File: src/rtl/serial_adder_ctrl.sv
// Bit-serial adder: captures two WIDTH-bit operands and a carry on start, then
// adds one bit per clock (LSB first) through a single full-adder slice.
module serial_adder_ctrl #(
  parameter int WIDTH = 8
) (
  input  logic             clk,
  input  logic             rst,
  input  logic             start,
  input  logic [WIDTH-1:0] a,
  input  logic [WIDTH-1:0] b,
  input  logic             carry_in,
  output logic             busy,
  output logic             done,
  output logic [WIDTH-1:0] sum,
  output logic             carry_out
);

  localparam int CNT_W = (WIDTH > 2) ? $clog2(WIDTH) : 1;

  typedef enum logic [1:0] {
    IDLE = 2'd0,
    RUN  = 2'd1,
    DONE = 2'd2
  } state_t;

  state_t             state_r;
  state_t             state_next_s;
  logic [WIDTH-1:0]   a_r;
  logic [WIDTH-1:0]   b_r;
  logic [WIDTH-1:0]   res_r;
  logic [WIDTH-1:0]   sum_r;
  logic               carry_r;
  logic               carry_out_r;
  logic               busy_r;
  logic               done_r;
  logic [CNT_W-1:0]   cnt_r;
  logic [1:0]         fa_s;
  logic               last_bit_s;

  // One-bit full adder made of two half adders; returns {carry, sum}.
  function automatic logic [1:0] full_add(input logic x, input logic y, input logic c);
    logic hs1, hc1, hs2, hc2;
    hs1 = x ^ y;
    hc1 = x & y;
    hs2 = hs1 ^ c;
    hc2 = hs1 & c;
    return {hc1 | hc2, hs2};
  endfunction

  // Adder slice inputs and final-bit detection.
  always_comb begin
    fa_s       = full_add(a_r[0], b_r[0], carry_r);
    last_bit_s = (cnt_r == CNT_W'(WIDTH - 1));
  end

  // Next-state decode.
  always_comb begin
    state_next_s = state_r;
    case (state_r)
      IDLE: begin
        if (start) state_next_s = RUN;
        else       state_next_s = IDLE;
      end
      RUN: begin
        if (last_bit_s) state_next_s = DONE;
        else            state_next_s = RUN;
      end
      DONE:    state_next_s = IDLE;
      default: state_next_s = IDLE;
    endcase
  end

  // State register plus registered status flags decoded from the next state.
  always_ff @(posedge clk) begin
    if (rst) begin
      state_r <= IDLE;
      busy_r  <= 1'b0;
      done_r  <= 1'b0;
    end else begin
      state_r <= state_next_s;
      busy_r  <= (state_next_s != IDLE);
      done_r  <= (state_next_s == DONE);
    end
  end

  // Operand capture, serial shift datapath and result load on the final bit.
  always_ff @(posedge clk) begin
    if (rst) begin
      a_r         <= '0;
      b_r         <= '0;
      res_r       <= '0;
      carry_r     <= 1'b0;
      cnt_r       <= '0;
      sum_r       <= '0;
      carry_out_r <= 1'b0;
    end else begin
      case (state_r)
        IDLE: begin
          if (start) begin
            a_r     <= a;
            b_r     <= b;
            carry_r <= carry_in;
            cnt_r   <= '0;
          end
        end
        RUN: begin
          // Result bits enter at the MSB so the LSB lands at bit 0 after WIDTH shifts.
          a_r     <= a_r >> 1;
          b_r     <= b_r >> 1;
          res_r   <= {fa_s[0], res_r[WIDTH-1:1]};
          carry_r <= fa_s[1];
          cnt_r   <= cnt_r + CNT_W'(1);
          if (last_bit_s) begin
            sum_r       <= {fa_s[0], res_r[WIDTH-1:1]};
            carry_out_r <= fa_s[1];
          end
        end
        default: begin
        end
      endcase
    end
  end

  assign busy      = busy_r;
  assign done      = done_r;
  assign sum       = sum_r;
  assign carry_out = carry_out_r;

endmodule

File: config.mk
export PLATFORM = sky130hd
export DESIGN_NAME = serial_adder_ctrl
export DESIGN_NICKNAME = d
export VERILOG_FILES = /design/src/rtl/serial_adder_ctrl.sv
export SDC_FILE = /design/constraint.sdc
export NUM_CORES = 1
export LEC_CHECK = 0
export CORE_MARGIN = 2
export CORE_UTILIZATION = 55
export DETAILED_ROUTE_END_ITERATION = 7
export PLACE_DENSITY = 0.89
export REMOVE_ABC_BUFFERS = 1
export SKIP_CTS_REPAIR_TIMING = 1
export SLEW_MARGIN = 0
export SYNTH_ARGS = -nofsm -noshare
export SYNTH_HDL_FRONTEND = slang
export SYNTH_SLANG_ARGS = --single-unit
File: constraint.sdc
create_clock -name clk -period 2.5 [get_ports clk]
set_input_delay 0.625 -clock clk [delete_from_list [all_inputs] [get_ports clk]]
set_output_delay 0.625 -clock clk [all_outputs]
set_load 0.01 [all_outputs]
Word-level counts from Yosys, hierarchy flattened
Index checks and enable logic that the tools add are counted.

Output and inout bits: 11. Register bits: 41. Word-level logic and storage cells: 36. Input port bits: 20.

Eq/ne operators: 4. Mux-type cells: 11. Reduce and logical (&&, ||, !) cells: 5. $add $sub $neg: 1. Bitwise operators: 5.

Operator list (number): $pmux W8 S2 (2); $mux W8 (2); $pmux W3 S2 (1); $pmux W2 S2 (1); $reduce_and A2 Y1 (2); $reduce_bool A2 Y1 (2); $add A3 B1 Y3 const B (1); $eq A3 B3 Y1 const B (1); $mux W3 (1); $and A1 B1 Y1 (2); $eq A2 B1 Y1 const B (1); $eq A2 B2 Y1 const B (1); $logic_not A2 Y1 (1); $mux W1 (2); $mux W2 (1); $ne A2 B2 Y1 const B (1); $pmux W1 S2 (1); $xor A1 B1 Y1 (2); $or A1 B1 Y1 (1).

Depth between registers and ports, before layout
Word-level depth: 4. Mapped depth: 6. Depth with buffers taken out: 5.

Least setup slack after synthesis
Ideal clock, no wire load.

Path kind: reg-to-reg. From: register cnt_r[0]. To: register sum_r[1] (netlist: sum[1]). Period minus slack after synthesis: 1256 ps. Library setup time: 141 ps. Setup slack: 1244 ps. Data required time: 2359 ps. Arrival time: 1115 ps. Buffers on the path: 1. Stages on the path, launching flop included: 7. Cell sequence: dfxtp_1 -> ha_1 -> ha_1 -> and3b_1 -> buf_2 -> nand2_1 -> a21oi_1.

Word-level cells in the longest chain between the ends: 2.

Ends and longest elaborated chain: start: declaration (line 36) `logic [CNT_W-1:0] cnt_r;`; start signal: assignment (line 112) `cnt_r <= cnt_r + CNT_W'(1);`; $eq A3 B3 Y1 (line 53) `last_bit_s = (cnt_r == CNT_W'(WIDTH - 1));`; $reduce_and A2 Y1 (no source line); end signal: assignment (line 114) `sum_r <= {fa_s[0], res_r[WIDTH-1:1]};`; end: declaration (line 31) `logic [WIDTH-1:0] sum_r;`.

No other way between the ends. A chain may end at the register's enable or synchronous reset.

Worst setup path after layout
From: register sum_r[7] (netlist: sum[7]). To: output port sum[7].

RTL lines: end: declaration (line 14) `output logic [WIDTH-1:0] sum,`.

No word-level cell between the ends.

==> flow_metrics.env <==
export IMPL_syn_area_per_cell_um2=9.82
export IMPL_required_ns=1.88
export IMPL_end_kind="output port"
export IMPL_crit_fanout=2
export IMPL_gp_congestion=0.765
export IMPL_seq_area_frac_synth_pct=47.1
export IMPL_fp_coreArea_um2=3000
export IMPL_grt_max_degree=41
export IMPL_final_cell_mix="dfxtp_1 (40), nand2_1 (32), clkdlybuf4s50_1 (30), nor2_1 (19)"
export IMPL_report_final_slew_viol_count=0
export IMPL_power_switching_uw=299
export IMPL_final_common_cell="dfxtp_1"
export IMPL_min_period_ns=1.86
export IMPL_ant_nets=0
export IMPL_grt_pass1_vias=1257
export IMPL_cp_slowest_cell="clkdlybuf4s50_1"
export IMPL_synth_cells=173
export IMPL_vias=1264
export IMPL_clockBufferDepth=2
export IMPL_drive_gt1_share_pct=15.0
export IMPL_path_class="reg2out"
export IMPL_max_cap_violations=0
export IMPL_grt_overflow=0
export IMPL_p_sw_share_pct=23.8
export IMPL_wl_um=2940
export IMPL_relSlewSlack_pct=52.0
export IMPL_ys_warn_count=0
export IMPL_placed_cells=225
export IMPL_critical_path_buf_inv_count=1
export IMPL_critPathArrivalTime_ns=1.23
export IMPL_rows=20
export IMPL_fin_ws_ns=0.643
export IMPL_skew_ns=0.0149
export IMPL_clkPwrFrac_pct=32.7
export IMPL_cts_buffers=5
export IMPL_drc_errors=0
export IMPL_grtUsageTotal_pct=19.4
export IMPL_clk_latency_ns=0.35
export IMPL_synth_cell_types=24
export IMPL_powerDensity_nw_per_um2=615
export IMPL_place_ws_ns=0.407
export IMPL_grt_first_pass_wirelength_um=5180
export IMPL_netlist_area_um2=1700
export IMPL_wire_per_inst_um=12.6
export IMPL_seqPwrFrac_pct=55.0
export IMPL_max_vdd_ir_drop_v=0.000380
export IMPL_die_area_um2=3550
export IMPL_setup_viol=0
export IMPL_period_share_pct=74.3
export IMPL_synth_area_leaders="dfxtp_1 (47%), a211oi_2 (12%), mux2i_1 (9.4%)"
export IMPL_io_buffers=30
export IMPL_p_int_uw=956
export IMPL_critPathMaxStageDelay_ns=0.54
export IMPL_area_growth_pct=20.0
export IMPL_combPwrFrac_pct=12.3
export IMPL_first_pass_iters=4
export IMPL_max_freq_mhz=539
export IMPL_yosysTopAreaCell="dfxtp_1"
export IMPL_crit_family="buffers and inverters"
export IMPL_crit_chain="clkdlybuf4s50_1"
export IMPL_rsz0062_at_grt="no"
export IMPL_antenna_found_initial=0
export IMPL_htreeDepth=2
export IMPL_root_buffer="clkbuf_4"
export IMPL_io_pins=31
export IMPL_worstHoldPathType="reg2reg"
export IMPL_dp_hpwl_um=2080
export IMPL_clock_sinks=40
export IMPL_cts_tree="built"
export IMPL_ys_ff_latch=40
export IMPL_status="complete, no violations"
export IMPL_final_hold_viol_count=0
export IMPL_final_cell_count_no_fill=233
export IMPL_start_util_pct=56.6
export IMPL_cp_start_kind="flip-flop"
export IMPL_dpl_cell_area_um2=1960
export IMPL_num_antenna_cells=0
export IMPL_viasPerCell=5.42
export IMPL_die_w_um=59.6
export IMPL_total_leakage_power_uw=0.000744
export IMPL_fin_tns_setup_ns=0
export IMPL_drtIter0Drc=26
export IMPL_max_slew_worst_pin_slew_ns=0.718
export IMPL_die_height_um=59.6
export IMPL_cts_clk_slew_worst_paths_ns=0.10
export IMPL_fin_nets=222
export IMPL_design_area_um2=2040
export IMPL_synth_top_area_share_pct=47.1
==> power groups by stage <==
stage / Clock, µW / Sequential [µW] / Combinational (µW)
6_report: 411 / 690 / 155
5_1_grt: 449 / 694 / 170
4_1_cts: 426 / 690 / 156
3_5_place_dp: 0 / 704 / 155
3_3_place_gp: 0 / 702 / 149
2_1_floorplan: 0 / 704 / 89.2
==> cells in the mapped netlist (all sizes together) <==
master / instances
nor2: 23
inv: 1
mux2i: 16
ha: 2
and3b: 1
nor2b: 1
a211oi: 16
fa: 1
a22oi: 4
a21oi: 16
clkbuf: 2
buf: 11
nand2b: 1
nor3: 2
nand3b: 1
o21bai: 1
o21ba: 1
nor3b: 1
dfxtp: 40
nand2: 32
==> routing by layer <==
metal	track usage (%)	share of wire, %
met1	22.7	44
met2	32.5	50
met3	6.99	4.7
met4	7.62	1.3
met5	0	0
==> path summary, 6_finish.rpt <==
path / startpoint / to / slack, ns / cells after the start
hold reg to reg: carry_out$_SDFFE_PP0P_ / carry_out$_SDFFE_PP0P_ / 0.46 / 2
setup reg to reg: state_r[0]$_SDFF_PP0_ / cnt_r[0]$_SDFFE_PP0P_ / 0.82 / 3
hold / removal: carry_out$_SDFFE_PP0P_ / carry_out$_SDFFE_PP0P_ / 0.46 / 2
setup / recovery: sum[7]$_SDFFE_PP0P_ / sum[7] / 0.64 / 1
==> sequential cells by signal, summed over array words and instances, names as in the netlist <==
| register | count |
|---|---|
| a_r | 8 |
| b_r | 8 |
| busy | 1 |
| carry_out | 1 |
| carry_r | 1 |
| cnt_r | 3 |
| done | 1 |
| res_r | 7 |
| state_r | 2 |
| sum | 8 |
==> area by class of cell <==
| class | instances | area, µm² |
|---|---|---|
| Clock buffer | 6 | 41.3 |
| Clock inverter | 2 | 35.0 |
| Fill cell | 243 | 963 |
| Inverter | 1 | 3.75 |
| Multi-Input combinational cell | 119 | 802 |
| Sequential cell | 40 | 801 |
| Tap cell | 33 | 41.3 |
| Timing Repair Buffer | 32 | 315 |
==> logic make-up after synthesis <==
| family | share of synthesized area [%] |
|---|---|
| and+or+nand+nor | 15.5 |
| adders and majority gates | 2.65 |
| muxes | 9.43 |
| DFF | 47.1 |
| AOI/OAI and AO/OA | 19.7 |
| buffers and inverters | 5.67 |
==> per-stage QoR <==
stage,utilization (%),power (µW),hold slack [ns]
after floorplan,-,793,0.426
after global placement,65.4,851,0.441
after detailed placement,65.4,860,0.447
after CTS,67.9,1270,0.461
after global routing,67.9,1310,0.483
final,67.9,1250,0.458
Power figures use the tool's default switching activity.
